<file path="src/rtl/sch_addr_pkg.sv">
// Shared definitions for the scheduler address generator.
//   state_t      : tile sequencing states (IDLE, RUN, DONE)
//   STATE_W      : encoded state width
//   stride_scale : multiplies a row offset by the stride (1 or 2) with a shift
package sch_addr_pkg;

    localparam int STATE_W = 2;

    typedef enum logic [STATE_W-1:0] {
        ST_IDLE = 2'd0,
        ST_RUN  = 2'd1,
        ST_DONE = 2'd2
    } state_t;

    // Stride is 1 or 2, so scaling is either a pass-through or a left shift.
    function automatic logic [31:0] stride_scale(input logic [31:0] v, input logic stride2);
        return stride2 ? {v[30:0], 1'b0} : v;
    endfunction

endpackage

</file>
<file path="src/rtl/sch_loop_cnt.sv">
// Wrapping loop counter used to build the kx/ky/channel/row-group loop nest.
//   clk, rst  : clock, asynchronous active-high reset
//   clr       : synchronous restart to 0 (new tile)
//   en        : advance by one this cycle
//   max_val   : last value before wrapping back to 0
//   cnt       : current count (registered)
//   last      : cnt is at max_val
//   wrap      : counter wraps this cycle (carry into the next loop level)
//   last_nxt  : cnt will be at max_val after this cycle
module sch_loop_cnt
    import sch_addr_pkg::*;
#(
    parameter int CNT_W = 16
) (
    input  logic             clk,
    input  logic             rst,
    input  logic             clr,
    input  logic             en,
    input  logic [CNT_W-1:0] max_val,
    output logic [CNT_W-1:0] cnt,
    output logic             last,
    output logic             wrap,
    output logic             last_nxt
);

    localparam logic [CNT_W-1:0] ONE = CNT_W'(1);

    always_ff @(posedge clk or posedge rst) begin
        if (rst) begin
            cnt <= '0;
        end else if (clr) begin
            cnt <= '0;
        end else if (en) begin
            cnt <= last ? '0 : cnt + ONE;
        end
    end

    assign last     = (cnt == max_val);
    assign wrap     = en & last;
    // A counter at max with max_val==0 stays "last" after wrapping.
    assign last_nxt = en ? (last ? (max_val == '0) : ((cnt + ONE) == max_val)) : last;

endmodule

</file>
<file path="src/rtl/sch_addr_gen.sv">
// Scheduler address generator: walks one conv tile and emits feature-buffer,
// weight-buffer and lane-mask read beats to the PE array.
// Loop nest (outer to inner): row group g, channel group c, ky, kx.
//   clk, rst         : clock, asynchronous active-high reset
//   tile_start       : start pulse, only honoured in IDLE
//   cfg_*            : tile configuration, latched on tile_start
//   rd_vld / rd_rdy  : beat handshake towards the PE array
//   fe_rd_addr       : per-bank feature address, bank r at [r*ADDR_WIDTH +: ADDR_WIDTH]
//   fe_rd_en         : feature bank enables (output rows inside out_h)
//   ic_vld           : channel lane mask (channels inside in_c)
//   wt_rd_addr       : weight address
//   kx               : column shift for the PE mux
//   row_last         : last beat of the current row group
//   tile_busy        : high from tile start through the DONE cycle
//   tile_done        : one-cycle completion pulse
module sch_addr_gen
    import sch_addr_pkg::*;
#(
    parameter int ADDR_WIDTH = 10,
    parameter int DIM_WIDTH  = 15,
    parameter int KS_WIDTH   = 4,
    parameter int ROW_NUM    = 4,
    parameter int IC_PAR     = 4
) (
    input  logic                           clk,
    input  logic                           rst,
    input  logic                           tile_start,
    input  logic [KS_WIDTH-1:0]            cfg_ksize,
    input  logic                           cfg_stride2,
    input  logic [DIM_WIDTH-1:0]           cfg_in_h,
    input  logic [DIM_WIDTH-1:0]           cfg_out_h,
    input  logic [DIM_WIDTH-1:0]           cfg_in_c,
    input  logic [ADDR_WIDTH-1:0]          cfg_fe_base,
    input  logic [ADDR_WIDTH-1:0]          cfg_wt_base,
    output logic                           rd_vld,
    input  logic                           rd_rdy,
    output logic [ROW_NUM*ADDR_WIDTH-1:0]  fe_rd_addr,
    output logic [ROW_NUM-1:0]             fe_rd_en,
    output logic [IC_PAR-1:0]              ic_vld,
    output logic [ADDR_WIDTH-1:0]          wt_rd_addr,
    output logic [KS_WIDTH-1:0]            kx,
    output logic                           row_last,
    output logic                           tile_busy,
    output logic                           tile_done
);

    localparam int AW    = ADDR_WIDTH;
    localparam int CNT_W = DIM_WIDTH + 1;
    localparam int IW    = CNT_W + 1;

    state_t                state_q;

    // Latched tile configuration
    logic [DIM_WIDTH-1:0]  in_h_q;
    logic [DIM_WIDTH-1:0]  out_h_q;
    logic [DIM_WIDTH-1:0]  in_c_q;
    logic                  stride2_q;
    logic [AW-1:0]         fe_base_q;
    logic [AW-1:0]         wt_base_q;
    logic [KS_WIDTH-1:0]   kmax_q;
    logic [CNT_W-1:0]      cmax_q;
    logic [CNT_W-1:0]      gmax_q;

    // Incremental address / mask bookkeeping
    logic [AW-1:0]         chan_base_q;   // c*in_h (mod 2^AW)
    logic [CNT_W-1:0]      ch_idx_q;      // c*IC_PAR
    logic [CNT_W-1:0]      row_idx_q;     // g*ROW_NUM
    logic [CNT_W-1:0]      ch_idx_nxt;
    logic [CNT_W-1:0]      row_idx_nxt;
    logic [AW-1:0]         addr_delta;
    logic [AW-1:0]         row_step;

    // Configuration decode from the cfg pins (used at tile_start)
    logic [CNT_W-1:0]      c_groups_cfg;
    logic [CNT_W-1:0]      g_groups_cfg;
    logic [CNT_W-1:0]      cmax_cfg;
    logic [CNT_W-1:0]      gmax_cfg;
    logic                  degenerate_cfg;

    // Loop counters
    logic                  adv;
    logic                  start_ok;
    logic                  final_beat;
    logic [KS_WIDTH-1:0]   kx_cnt;
    logic [KS_WIDTH-1:0]   ky_cnt;
    logic [CNT_W-1:0]      c_cnt;
    logic [CNT_W-1:0]      g_cnt;
    logic                  kx_last, ky_last, c_last, g_last;
    logic                  kx_wrap, ky_wrap, c_wrap, g_wrap;
    logic                  kx_lnxt, ky_lnxt, c_lnxt, g_lnxt;

    function automatic logic lane_on(input logic [IW-1:0] idx, input logic [DIM_WIDTH-1:0] lim);
        return idx < {2'b00, lim};
    endfunction

    assign c_groups_cfg   = (CNT_W'(cfg_in_c) + CNT_W'(IC_PAR - 1)) / CNT_W'(IC_PAR);
    assign g_groups_cfg   = (CNT_W'(cfg_out_h) + CNT_W'(ROW_NUM - 1)) / CNT_W'(ROW_NUM);
    assign cmax_cfg       = c_groups_cfg - CNT_W'(1);
    assign gmax_cfg       = g_groups_cfg - CNT_W'(1);
    assign degenerate_cfg = (cfg_ksize == '0) || (cfg_out_h == '0) || (cfg_in_c == '0);

    assign start_ok   = (state_q == ST_IDLE) && tile_start;
    assign adv        = (state_q == ST_RUN) && rd_vld && rd_rdy;
    assign final_beat = g_wrap;

    sch_loop_cnt #(.CNT_W(KS_WIDTH)) u_kx (
        .clk(clk), .rst(rst), .clr(start_ok), .en(adv), .max_val(kmax_q),
        .cnt(kx_cnt), .last(kx_last), .wrap(kx_wrap), .last_nxt(kx_lnxt)
    );

    sch_loop_cnt #(.CNT_W(KS_WIDTH)) u_ky (
        .clk(clk), .rst(rst), .clr(start_ok), .en(kx_wrap), .max_val(kmax_q),
        .cnt(ky_cnt), .last(ky_last), .wrap(ky_wrap), .last_nxt(ky_lnxt)
    );

    sch_loop_cnt #(.CNT_W(CNT_W)) u_c (
        .clk(clk), .rst(rst), .clr(start_ok), .en(ky_wrap), .max_val(cmax_q),
        .cnt(c_cnt), .last(c_last), .wrap(c_wrap), .last_nxt(c_lnxt)
    );

    sch_loop_cnt #(.CNT_W(CNT_W)) u_g (
        .clk(clk), .rst(rst), .clr(start_ok), .en(c_wrap), .max_val(gmax_q),
        .cnt(g_cnt), .last(g_last), .wrap(g_wrap), .last_nxt(g_lnxt)
    );

    assign kx = kx_cnt;

    // Counter values and flags not needed by the datapath; kept for visibility.
    logic cnt_unused;
    assign cnt_unused = ^{c_cnt, g_cnt, kx_last, ky_last, g_last, g_lnxt, fe_base_q};

    assign row_step    = AW'(stride_scale(32'(ROW_NUM), stride2_q));
    assign ch_idx_nxt  = c_last ? '0 : ch_idx_q + CNT_W'(IC_PAR);
    assign row_idx_nxt = row_idx_q + CNT_W'(ROW_NUM);

    // Every bank moves by the same amount per beat:
    //   kx step only        : 0
    //   ky step             : +1
    //   channel-group step  : +in_h, undoing the ky excursion (ky is at max)
    //   row-group step      : +ROW_NUM*s, undoing channel and ky excursions
    always_comb begin
        addr_delta = '0;
        if (c_wrap) begin
            addr_delta = row_step - chan_base_q - AW'(ky_cnt);
        end else if (ky_wrap) begin
            addr_delta = AW'(in_h_q) - AW'(ky_cnt);
        end else if (kx_wrap) begin
            addr_delta = AW'(1);
        end
    end

    always_ff @(posedge clk or posedge rst) begin
        if (rst) begin
            state_q     <= ST_IDLE;
            in_h_q      <= '0;
            out_h_q     <= '0;
            in_c_q      <= '0;
            stride2_q   <= 1'b0;
            fe_base_q   <= '0;
            wt_base_q   <= '0;
            kmax_q      <= '0;
            cmax_q      <= '0;
            gmax_q      <= '0;
            chan_base_q <= '0;
            ch_idx_q    <= '0;
            row_idx_q   <= '0;
            rd_vld      <= 1'b0;
            fe_rd_addr  <= '0;
            fe_rd_en    <= '0;
            ic_vld      <= '0;
            wt_rd_addr  <= '0;
            row_last    <= 1'b0;
            tile_busy   <= 1'b0;
            tile_done   <= 1'b0;
        end else begin
            case (state_q)
                ST_IDLE: begin
                    if (tile_start) begin
                        in_h_q    <= cfg_in_h;
                        out_h_q   <= cfg_out_h;
                        in_c_q    <= cfg_in_c;
                        stride2_q <= cfg_stride2;
                        fe_base_q <= cfg_fe_base;
                        wt_base_q <= cfg_wt_base;
                        kmax_q    <= cfg_ksize - KS_WIDTH'(1);
                        cmax_q    <= cmax_cfg;
                        gmax_q    <= gmax_cfg;
                        tile_busy <= 1'b1;
                        if (degenerate_cfg) begin
                            state_q   <= ST_DONE;
                            tile_done <= 1'b1;
                        end else begin
                            // Present beat 0 (g=c=ky=kx=0) on the next cycle.
                            state_q     <= ST_RUN;
                            rd_vld      <= 1'b1;
                            chan_base_q <= '0;
                            ch_idx_q    <= '0;
                            row_idx_q   <= '0;
                            wt_rd_addr  <= cfg_wt_base;
                            row_last    <= (cfg_ksize == KS_WIDTH'(1)) && (cmax_cfg == '0);
                            for (int r = 0; r < ROW_NUM; r++) begin
                                fe_rd_addr[r*AW +: AW] <= cfg_fe_base
                                                        + AW'(stride_scale(32'(r), cfg_stride2));
                                fe_rd_en[r] <= lane_on(IW'(r), cfg_out_h);
                            end
                            for (int i = 0; i < IC_PAR; i++) begin
                                ic_vld[i] <= lane_on(IW'(i), cfg_in_c);
                            end
                        end
                    end
                end

                ST_RUN: begin
                    if (adv) begin
                        if (final_beat) begin
                            state_q   <= ST_DONE;
                            rd_vld    <= 1'b0;
                            tile_done <= 1'b1;
                        end else begin
                            for (int r = 0; r < ROW_NUM; r++) begin
                                fe_rd_addr[r*AW +: AW] <= fe_rd_addr[r*AW +: AW] + addr_delta;
                            end
                            wt_rd_addr <= c_wrap ? wt_base_q : wt_rd_addr + AW'(1);
                            row_last   <= kx_lnxt & ky_lnxt & c_lnxt;
                            if (ky_wrap) begin
                                chan_base_q <= c_last ? '0 : chan_base_q + AW'(in_h_q);
                                ch_idx_q    <= ch_idx_nxt;
                                for (int i = 0; i < IC_PAR; i++) begin
                                    ic_vld[i] <= lane_on(IW'(ch_idx_nxt) + IW'(i), in_c_q);
                                end
                            end
                            if (c_wrap) begin
                                row_idx_q <= row_idx_nxt;
                                for (int r = 0; r < ROW_NUM; r++) begin
                                    fe_rd_en[r] <= lane_on(IW'(row_idx_nxt) + IW'(r), out_h_q);
                                end
                            end
                        end
                    end
                end

                ST_DONE: begin
                    state_q   <= ST_IDLE;
                    tile_done <= 1'b0;
                    tile_busy <= 1'b0;
                end

                default: begin
                    state_q <= ST_IDLE;
                end
            endcase
        end
    end

endmodule

</file>
<file path="config.mk">
export PLATFORM = sky130hd
export DESIGN_NAME = sch_addr_gen
export DESIGN_NICKNAME = d
export VERILOG_FILES = /design/src/rtl/sch_addr_pkg.sv /design/src/rtl/sch_loop_cnt.sv /design/src/rtl/sch_addr_gen.sv
export SDC_FILE = /design/constraint.sdc
export NUM_CORES = 1
export LEC_CHECK = 0
export CELL_PAD_IN_SITES_DETAIL_PLACEMENT = 2
export CELL_PAD_IN_SITES_GLOBAL_PLACEMENT = 2
export CORE_MARGIN = 2
export CORE_UTILIZATION = 37
export CTS_CLUSTER_DIAMETER = 100
export CTS_CLUSTER_SIZE = 25
export DETAILED_ROUTE_END_ITERATION = 8
export PLACE_DENSITY_LB_ADDON = 0.1
export SYNTH_ARGS = -nofsm -noshare
export SYNTH_HDL_FRONTEND = slang
export SYNTH_SLANG_ARGS = --single-unit
</file>
<file path="constraint.sdc">
create_clock -name clk -period 17.25 [get_ports clk]
set_clock_uncertainty 0.15 [all_clocks]
set_input_delay 3.45 -clock clk [delete_from_list [all_inputs] [get_ports clk]]
set_output_delay 3.45 -clock clk [all_outputs]
set_load 0.02 [all_outputs]
</file>
==> run summary, run 1 <==
The run finished with clean final reports. The async set-or-reset flop fraction in the synthesized netlist came out at between 90% and 100%. The critical path in this run is classified as input port to flop.

The largest net degree at the start of global routing is ~120. dfrtp_1 takes more of the synthesized area than any other cell. The detailed-route DRC error count is 0.

For this run, the number of standard cells in the final layout without fillers is just under 3000. The critical path required time is ~18000 ps. The floorplan die area came out at roughly 51000 um^2. The area growth from synthesis to layout is 13.37%. Counting the buffers created by CTS gives 17. The worst path meets setup with about 9200 ps of slack. The number of storage elements in the synthesis netlist came out at between 200 and 250. Counting along the longest clock path gives a buffer depth of 3. The clock reaches the later pin of the worst-skew pair after 530 ps. The via count of the first global-routing pass came out at between 15000 and 20000.

TritonCTS built the clock tree. The routing usage on met3 came out at slightly below 3%. In this run the worst path has a maximum fanout of 13. IR analysis of the VDD net gives a maximum drop of 0.08917 mV.

In the final design database the tool counted roughly 2500 nets. The post-cts resize count is 0. The worst setup path is captured at a flop. The Yosys warning count came out at 0. The final standard cell utilization of the core came out at between 40% and 50%. The final number of hold-violating endpoints came out at 0. The clock-pin slew of the registers on the worst-case setup and hold paths came out at 90 ps.

The worst hold path belongs to the class flop to flop. Among all flip-flop cells after synthesis, the most frequent one is dfrtp_1. The count of nets left with antenna violations once routing finished came out at 0. The number of synthesized flops with an enable pin came out at 0.

The placed cell count is 2859. The number of distinct standard cells referenced by the synthesized netlist is between 80 and 90. In the synthesized netlist, the number of instances is ~2200. The portion of synthesized cell area occupied by the leading cell type came out at a little under a third. The routing layer with the top usage in global route is met2. The number of top-level pins came out at between 100 and 150. The number of design-rule violations left by the first detailed-router iteration is approximately 750. The final sum of negative setup slack came out at 0 ps.

The count of H-tree levels built during CTS came out at 1. The total length of routed wires came out at roughly 63000 um. The final clock period utilization by the worst path is between 40 and 50%.

In the final layout, the share of cells above drive strength 1 is 4.018%. The wire length of the first global-routing pass came out at around 100000 um. The number of cell rows is 81. The root buffer cell is clkbuf_16. The number of setup violations in the final report came out at 0. The post-synthesis net count is about 2400. The global-route usage over all layers is 25.12%. After detailed routing, the average wire length per cell comes to approximately 22 um.

Ranked by total cell area, the synthesized netlist is headed by dfrtp_1, ha_1, nand2_1. The final critical-path required period came out at about 8100 ps. Global routing used between 30% and 40% of the available met1 tracks. The post-placement setup slack came out at 8661 ps. The max-slew violation count came out at 0. The total clock sinks came out at 229.

The standard cell core area came out at around 49000 um^2. For the worst setup path, the data arrival time is around 8400 ps. The post-synthesis sequential area ratio is a little under a third. The die height is 225.2 um.

In this run the static leakage power is slightly above 9 nW. The first detailed-routing pass took 7 iterations. The global route total overflow came out at 0. STA classifies the critical path startpoint as an input port. The number of buffer cells added on primary ports came out at about 130. The mean post-synth cell area is around 8.3 um^2. The met2 track demand over resource in global routing came out at 42.93%. Summing every instance area after synthesis gives roughly 18000 um^2. The wire-length estimate of the detail-placed layout is roughly 48000 um. The total number of vias is roughly 17000. Setup repair after global routing left no endpoint under its margin. The average via count per standard cell is 5.716. At the pin with the least slew margin, the transition time is approximately 1200 ps.

The power density relative to cell area is 138.0 nW/um^2. Headroom to the max-slew limit came out at roughly 17%. The die span in x came out at around 230 um. The initial antenna violation count came out at 4. The initial core utilization came out at a little under two fifths. The congestion estimate from routability-driven global placement came to about 0.84. The maximum clock frequency is between 100 and 150 MHz. The tool flagged a number of max-cap violations equal to 0. In this run the post-CTS setup repair buffer count came out at 0. For this design, the CTS-stage hold fixing added 0 buffers.
==> final timing paths <==
check                             startpoint             end  slack, ps  depth (start not counted)
worst max-delay path                  rd_rdy  fe_rd_addr[29]       9150                         15
worst min-delay path            wt_base_q[3]    wt_base_q[3]        330                          2
worst max register to register     kmax_q[2]  fe_rd_addr[29]      11720                         15
worst min register to register  wt_base_q[3]    wt_base_q[3]        330                          2
max in group asynchronous                rst       in_h_q[8]      12080                          3
min in group asynchronous                rst     u_g.cnt[11]       3320                          2
==> report_power, final <==
part	internal, W	total (W)	switching (W)
Sequential	0.000706	0.000897	0.000191
Clock	0.000222	0.000454	0.000232
Combinational	0.000583	0.00148	0.000899
Total	0.00151	0.00283	0.00132
==> layer usage <==
layer  wire length, um  vias to the layer above
met5                27                        -
met4              1106                        4
met3              2051                       60
met2             30000                      209
met1             30140                     8480
li1                  -                     7761
==> area by class of cell <==
cell class / count / area [um^2]
diodes: 2 / 5.005
clock buffers: 18 / 439.2
clock inverters: 10 / 136.4
fillers: 5453 / 28110
inverters: 83 / 319.1
multi-input cells: 1770 / 11620
flip-flops and latches: 229 / 5731
well taps: 622 / 778.2
repair buffers: 155 / 1499
==> cells by family after synthesis <==
| logic type | share of synthesized area, % |
|---|---|
| adders and majority gates | 13.10 |
| buffers and inverters | 4.318 |
| muxes | 0.5941 |
| DFF | 31.64 |
| and+or+nand+nor | 20.76 |
| xor gates and xnor gates | 11.55 |
| AOI/OAI and AO/OA | 18.04 |
==> layout by cell type, fill, tap and decap left out, types with 68 or more instances in the layout <==
cell type	instances
nand2_1	319
dfrtp_1	229
o21ai_0	205
nor2_1	180
ha_1	172
clkdlybuf4s50_1	134
xnor2_1	128
a21oi_1	126
xor2_1	109
inv_1	81
nand3_1	68
==> synth_stat cells, drive strengths merged, types with 21 or more instances <==
library cell / n
nor4: 21
dfrtp: 229
nand2: 319
buf: 39
nand3: 70
nand4: 27
o21ai: 221
clkbuf: 64
nor2b: 21
a21o: 36
nor3: 43
nor2: 183
xnor2: 128
o31ai: 21
inv: 83
and3: 35
xor2: 110
ha: 172
a21oi: 129
==> registers in the layout, indices dropped and copies added (netlist names), 2 cells and up <==
signal	flops
u_kx.cnt	4
row_idx_q	14
fe_rd_addr	40
chan_base_q	10
gmax_q	15
u_g.cnt	16
cmax_q	15
wt_rd_addr	10
out_h_q	15
wt_base_q	10
in_c_q	15
u_c.cnt	16
in_h_q	10
state_q	2
kmax_q	4
fe_rd_en	4
ic_vld	4
u_ky.cnt	4
ch_idx_q	16
==> critical path, cell delays in order <==
cell             delay, ps
clkdlybuf4s50_1        490
nand3_1                270
nor2_1                 470
nand2_1                580
a21oi_1                820
ha_1                   410
and3_1                 160
a221o_1                340
o21a_1                 200
o21a_1                 200
nor2_1                 160
o21ai_0                130
xor2_1                 190
or4_1                  440
nand3_1                 90
==> per-stage QoR <==
stage	hold slack (ps)	cell area, um^2	total power (W)
after floorplan	290.4	18110	0.001844
after global placement	306.8	19950	0.002300
after detailed placement	312.4	19950	0.002389
after CTS	333.3	20530	0.002874
after global routing	364.6	20530	0.003074
final	325.6	20530	0.002833
Power figures use the tool's default switching activity.
==> run 2: changes to the inputs <==
==> constraint.sdc (replaced) <==
create_clock -name clk -period 8.5 [get_ports clk]
set_clock_uncertainty 0.15 [all_clocks]
set_input_delay 1.7 -clock clk [delete_from_list [all_inputs] [get_ports clk]]
set_output_delay 1.7 -clock clk [all_outputs]
set_load 0.02 [all_outputs]
==> run 2 against run 1 <==
Effect of this change:
- utilization is essentially flat
- worst hold slack gained 11 ps
- first-iteration DRC count grew 9.5%
- routed wire length grew 1.4%
- die area is the same
- critical path depth is the same
==> run summary, run 2 (same netlist as run 1, synthesis figures left out) <==
The floorplan die area came out at 50740 um^2 (unchanged). The number of cell rows was 81 (unchanged). The HPWL after detailed placement came out at 47980 um (+0.74%). The run finished with clean final reports. The worst hold-check slack came out at 337.0 ps (+11.40 ps).

STA classifies the critical path startpoint as an input port. In the layout the commonest cells are nand2_1, dfrtp_1, o21ai_0. The number of hold-repair buffers added at the cts stage came to 0 (unchanged). The routed wire length per instance is 22.22 um (+1.4%). The final number of hold-violating endpoints is 0 (unchanged). The final sum of negative setup slack was 0 ps (unchanged). The deepest clock path buffer count came out at 3 (unchanged).

The leakage dissipation came to 9.255 nW (about the same). The initial antenna violation count is 4 (unchanged). The critical path's largest stage delay came to 700 ps (-120 ps). The footprint of the multi-input gates is 11620 um^2 (unchanged). The measured slew at the worst slew-check pin is 1132 ps (-103.9 ps). The number of buffer cells added on primary ports came out at 134 (unchanged). The signed area change from the synthesized netlist to the final layout is 13.41% (about the same).

The number of buffer and inverter stages on the critical path came out at 1 (unchanged). The final standard cell utilization of the core is 42.22% (about the same). The worst slew margin relative to its limit was 24.25% (+7.4 points). The total clock sinks is 229 (unchanged). The storage element area came out at 5731 um^2 (unchanged).

The number of max-cap violations came out at 0 (unchanged). The cell family with the largest share of critical-path delay is simple AND/OR/NAND/NOR gates. The die height is 225.2 um (unchanged).

The tree is rooted in a clkbuf_16. The total number of cells along the worst setup path is 15 (unchanged). The flip-flop count of the largest register after layout is 40 (unchanged). The number of iterations in the first detailed-routing pass is 5 (-2).

Setup repair after global routing left no endpoint under its margin. The number of setup violations in the final report came out at 0 (unchanged). The total length of routed wires came out at 64190 um (+1.4%). For this run, the top clock speed supported by timing is approximately 160 MHz. The initial core utilization came to 37.23% (unchanged).

Following the worst setup path forward leads to its endpoint at fe_rd_addr[29]. Leaving out fill and tap cells, the most frequent cell in the layout is nand2_1. The worst reg-to-reg path cell count was 15 (unchanged). The largest net degree at the start of global routing came out at 117 (-4.1%). The number of top-level pins came out at 140 (unchanged). The data arrival time of the critical path is 6560 ps (-1850 ps). The global-route usage over all layers is 25.60% (+0.49 points). The CTS buffer count is 16 (-1).

The count of H-tree levels built during CTS is 1 (unchanged). The via count of the first global-routing pass is 18100 (+0.62%). The clock tree from TritonCTS is built.

The worst reg-to-reg setup slack was 2970 ps (-8750 ps). The slowest library cell on the worst path is nor2_1. The antenna violation net count after detailed routing is 0 (unchanged). The count of nets after finishing is 2512 (-0.040%). The proportion of layout cells with a drive suffix above 1 was 3.885% (-0.13 points). The critical hold path startpoint is wt_base_q[7]. The average via count per standard cell came out at 5.700 (-0.28%). The routability-driven placement congestion ratio came out at 0.8613 (+3.1%). The number of filler instances in the final layout came out at 5570 (+2.1%). The max-slew violation count came out at 0 (unchanged). In this design, the critical path's most frequently occurring cell is nor2_1.

The signal on the critical path passes through clkdlybuf4s50_1, nand3_1, nor2_1, nand2_1, nor2_1, ha_1, and3_1, a221o_1, o21a_1, o21a_1, nor2_1, o21ai_0, xor2_1, or4_1, nand3_1. The source-to-sink clock delay at the later pin of the worst-skew pair came out at 540 ps (about the same). The endpoint identified for the worst register-to-register timing path is fe_rd_addr[29].

The clock-pin slew of the registers on the worst-case setup and hold paths was 100 ps (about the same). Counting flops per register, the top entry is fe_rd_addr. The tightest min-delay check is of the flop to flop type. The wire length of the first global-routing pass was 102900 um (+1.6%). By startpoint and endpoint, the worst setup path is classified as input port to flop. The final clock period utilization by the worst path is between 70% and 80%. The final critical-path required period came out at between 6000 and 7000 ps. The total number of vias came out at 16470 (-0.28%). The number of design-rule violations left by the first detailed-router iteration is 819 (+9.5%). The die span in x was 225.2 um (unchanged). The detailed-route DRC error count came out at 0 (unchanged). The post-CTS setup repair buffer count came out at 0 (unchanged).

The total chip power came out at 0.005754 W (+100%). The peak fanout along the critical path came out at 13 (unchanged). The power density relative to cell area came out at 280.1 nW/um^2 (+100%). The largest voltage drop on the vdd net came out at 0.1861 mV (+110%). The critical path required time was 8810 ps (-8750 ps). The kind of capture point of the worst setup path is a flop. The critical path starts at rd_rdy. The global route total overflow came out at 0 (unchanged). The launch point of the worst reg-to-reg path is state_q[0]. The standard cell core area is 48650 um^2 (unchanged). The post-cts resize count is 0 (unchanged).
-- run 2: per-layer routing --
| metal | global-route usage, % | routed length [um] | up-vias |
|---|---|---|---|
| met1 | 34.99 | 30240 | 8383 |
| li1 | - | - | 7781 |
| met2 | 43.32 | 30530 | 231 |
| met4 | 6.174 | 1375 | 4 |
| met5 | 0 | 30 | - |
| met3 | 2.803 | 2013 | 69 |
-- run 2: stage by stage --
step / cell area [um^2] / std cells / worst slack, ps
finish: 20540 / 2889 / 2247
global route: 20540 / 2889 / 2041
CTS: 20530 / 2887 / 2325
detailed placement: 19960 / 2859 / 1751
global placement: 19960 / 2859 / 1846
floorplan: 18110 / 2185 / 373.8
-- run 2: tightest hold or removal path, stage by stage (launching register included) --
cell and delay (ps):
dfrtp_1 350, nand2_1 50, nand2_1 60
-- run 2: layout make-up --
class | count | area share (%)
clock inverter | 5 | 0.4508
timing repair buffer | 155 | 7.359
tap | 622 | 3.789
inverter | 83 | 1.553
sequential | 229 | 27.90
antenna | 2 | 0.02437
multi-input combinational | 1770 | 56.60
clock buffer | 23 | 2.327
-- run 2: worst min-delay path by stage --
stage | depth (start not counted) | slack [ps] | endpoint
after floorplan | 2 | 290 | wt_base_q[2]
after global placement | 2 | 310 | wt_base_q[3]
after detailed placement | 2 | 320 | wt_base_q[7]
after CTS | 2 | 340 | wt_base_q[7]
after global routing | 2 | 360 | wt_base_q[5]
final | 2 | 340 | wt_base_q[7]
-- run 2: power by group --
group / switching [W] / internal, W / leakage, nW
Clock: 0.000450 / 0.000462 / 0.280
Combinational: 0.00183 / 0.00118 / 6.03
Sequential: 0.000400 / 0.00143 / 2.95
==> run 3: changes to the inputs <==
--- a/config.mk
+++ b/config.mk
@@ -8,7 +8,7 @@
 export CELL_PAD_IN_SITES_DETAIL_PLACEMENT = 2
 export CELL_PAD_IN_SITES_GLOBAL_PLACEMENT = 2
 export CORE_MARGIN = 2
-export CORE_UTILIZATION = 37
+export CORE_UTILIZATION = 33
 export CTS_CLUSTER_DIAMETER = 100
 export CTS_CLUSTER_SIZE = 25
 export DETAILED_ROUTE_END_ITERATION = 8
==> constraint.sdc (replaced) <==
create_clock -name clk -period 5.4 [get_ports clk]
set_clock_uncertainty 0.15 [all_clocks]
set_input_delay 1.08 -clock clk [delete_from_list [all_inputs] [get_ports clk]]
set_output_delay 1.08 -clock clk [all_outputs]
set_load 0.02 [all_outputs]
==> run 3 against run 2 <==
Effect of this change:
- critical path depth is 5 higher
- register-to-register slack worse by 2600 ps
- sequential power is 55% higher
- global-route usage is 2.4 points lower
- sequential cell count stayed put
- utilization is 3.5 points lower
- die area is 12% higher
- count of clock-buffer cells in the layout is 4 lower
- worst setup slack worse by 1900 ps
- first-iteration DRC count is 23% lower
- largest cell class unchanged
==> run summary, run 3 (same netlist as run 1, synthesis figures left out) <==
The run finished with clean final reports. The number of top-level pins came to 140 (unchanged). The via count of the first global-routing pass came to 18410 (+1.7%). The number of design-rule violations left by the first detailed-router iteration came to 630 (-23%). Ranked by flip-flop count, first place goes to fe_rd_addr. The total length of routed wires is 65400 um (+1.9%). The count of nets after finishing came out at 2540 (+1.1%). The number of buffer cells added on primary ports came to 134 (unchanged). The worst setup path is captured at a flop. The final number of hold-violating endpoints is 0 (unchanged).

The global-route usage over all layers was 23.22% (-2.4 points). The global route total overflow is 0 (unchanged). The largest net degree at the start of global routing is 138 (+18%). The average via count per standard cell came out at 5.533 (-2.9%).

The floorplan die area is 56770 um^2 (+12%). The total clock sinks came out at 229 (unchanged). The detailed-route DRC error count is 0 (unchanged). Walking the worst path, the cells encountered are ha_1, and2_1, nand4_1, xor2_1, nor2_1, nand3b_1, nor4_1, buf_4, nand2_1, xnor2_1, nor2_1, ha_1, a21o_1, a21oi_1, nor2b_1, o21ai_0, o2111ai_1, nor3_1, o21ai_0, o21ai_0. The clock-pin slew of the registers on the worst-case setup and hold paths is 90 ps (about the same). The number of max-cap violations came out at 0 (unchanged). The critical path is of the flop to flop type. The measured slew at the worst slew-check pin is 1093 ps (-39.13 ps). The post-CTS setup repair buffer count is 0 (unchanged).

The final sum of negative setup slack is 0 ps (unchanged). The maximum clock frequency is roughly 200 MHz. The number of standard cells in the final layout excluding fillers came out at 2992 (+3.6%).

The die height is 238.3 um (+5.8%). The setup slack of the critical path after layout came out at 368.5 ps (-1879 ps). The worst reg-to-reg setup slack is 370 ps (-2600 ps). The routability-driven placement congestion ratio came out at 0.8585 (-0.33%). The number of iterations in the first detailed-routing pass is 4 (-1). The standard cell core area is 54030 um^2 (+11%). Leaving out fill and tap cells, the most frequent cell in the layout is nand2_1. Setup repair after global routing left no endpoint under its margin.

STA classifies the critical path startpoint as a flop. The leakage dissipation was 9.406 nW (+1.6%). The source-to-sink clock delay at the later pin of the worst-skew pair is 540 ps (about the same). The post-cts resize count was 0 (unchanged). The initial core utilization is 33.52% (-3.7 points). The max-slew violation count is 0 (unchanged). The worst slew margin relative to its limit came out at 26.87% (+2.6 points). The number of cell rows came out at 85 (+4.9%). The top cell types in the final layout, fill and taps aside, are nand2_1, dfrtp_1, o21ai_0. The CTS buffer count is 18 (+2).

CTS placed an instance of clkbuf_16 at the clock tree root. The slowest library cell on the worst path is xor2_1. The wire length of the first global-routing pass came out at 104900 um (+1.9%). The data arrival time of the critical path is 5340 ps (-1220 ps). The critical path's largest stage delay is 760 ps (+60 ps). The final critical-path required period is just over 5000 ps. The number of setup violations in the final report was 0 (unchanged). The number of filler instances in the final layout is 6139 (+10%). On the critical path the largest part of the delay comes from simple AND/OR/NAND/NOR gates.

The die span in x is 238.3 um (+5.8%). The total number of vias came out at 16560 (+0.53%). The antenna violation net count after detailed routing is 0 (unchanged). The routed wire length per instance came to 21.86 um (-1.6%). The worst hold-check slack came out at 342.4 ps (+5.436 ps). The post-placement setup slack is 319.3 ps (-1432 ps). The peak fanout along the critical path is 7 (-6). Dividing the final minimum period by the clock period gives between 90% and 100%.

The power density relative to cell area came to 438.8 nW/um^2 (+57%). The largest voltage drop on the vdd net is 0.2755 mV (+48%). The number of buffer and inverter stages on the critical path is 1 (unchanged). The signed area change from the synthesized netlist to the final layout came out at 15.38%. The deepest clock path buffer count was 3 (unchanged). The number of hold-repair buffers added at the cts stage came out at 0 (unchanged).

The path category of the worst min-delay check is flop to flop. The cell occurring most often along the worst timing path is o21ai_0. The proportion of layout cells with a drive suffix above 1 came out at 5.229% (+1.3 points). The HPWL after detailed placement came to 50150 um (+4.5%).

The critical path required time was 5710 ps (-3100 ps). The clock tree from TritonCTS is built. The count of H-tree levels built during CTS is 1 (unchanged). The initial antenna violation count is 4 (unchanged).

The placed cell count is 2959 (+3.5%). The flip-flop count of the largest register after layout was 40 (unchanged).
## run 3: changes by cell type in the layout (fill, tap and decap cells not counted), sizes merged
cell,before,now
buf,21,47
bufinv,2,1
clkbuf,23,19
clkinv,2,4
clkinvlp,0,4
diode,2,1
inv,84,87
## run 3: worst paths after layout
path,startpoint,to,cells after the start
setup / recovery,ch_idx_q[3],ic_vld[2],20
hold / removal,wt_base_q[6],wt_base_q[6],2
setup reg to reg,ch_idx_q[3],ic_vld[2],20
hold reg to reg,wt_base_q[6],wt_base_q[6],2
max in group asynchronous,rst,fe_rd_addr[32],3
min in group asynchronous,rst,u_c.cnt[9],3
## run 3: worst min-delay path, cell delays in order, from the launching register on
cell and delay [ps]:
dfrtp_1 360, nand2_1 50, nand2_1 60
## run 3: stage by stage
stage | cell area, um^2 | total power (W) | utilization (%)
after detailed placement | 20270 | 0.007727 | 37.52
after global placement | 20270 | 0.007455 | 37.52
after floorplan | 18110 | 0.005890 | -
after CTS | 20890 | 0.009327 | 38.67
after global routing | 20900 | 0.009989 | 38.68
final | 20900 | 0.009170 | 38.68
## run 3: layer usage
layer	vias up	global-route usage (%)	share of wire [%]	wire length [um]
met5	-	0	0.058	38
met4	6	4.318	1.6	1072
met3	53	3.216	3.5	2279
met2	198	40.51	49	31990
met1	8472	30.76	46	30020
li1	7827	-	-	-
## run 3: report_power, final
part	leakage, nW	switching, W	internal, W
sequential	2.95	0.000585	0.00226
clock	0.296	0.000787	0.000724
combinational	6.16	0.00290	0.00192
## run 3: layout make-up
cell class | instances | area [um^2] | area share (%)
diodes | 1 | 2.502 | 0.01198
clock buffers | 19 | 475.5 | 2.275
clock inverters | 13 | 147.6 | 0.7065
inverters | 83 | 315.3 | 1.509
multi-input cells | 1770 | 11620 | 55.62
flip-flops and latches | 229 | 5731 | 27.42
well taps | 696 | 870.8 | 4.167
repair buffers | 181 | 1732 | 8.287
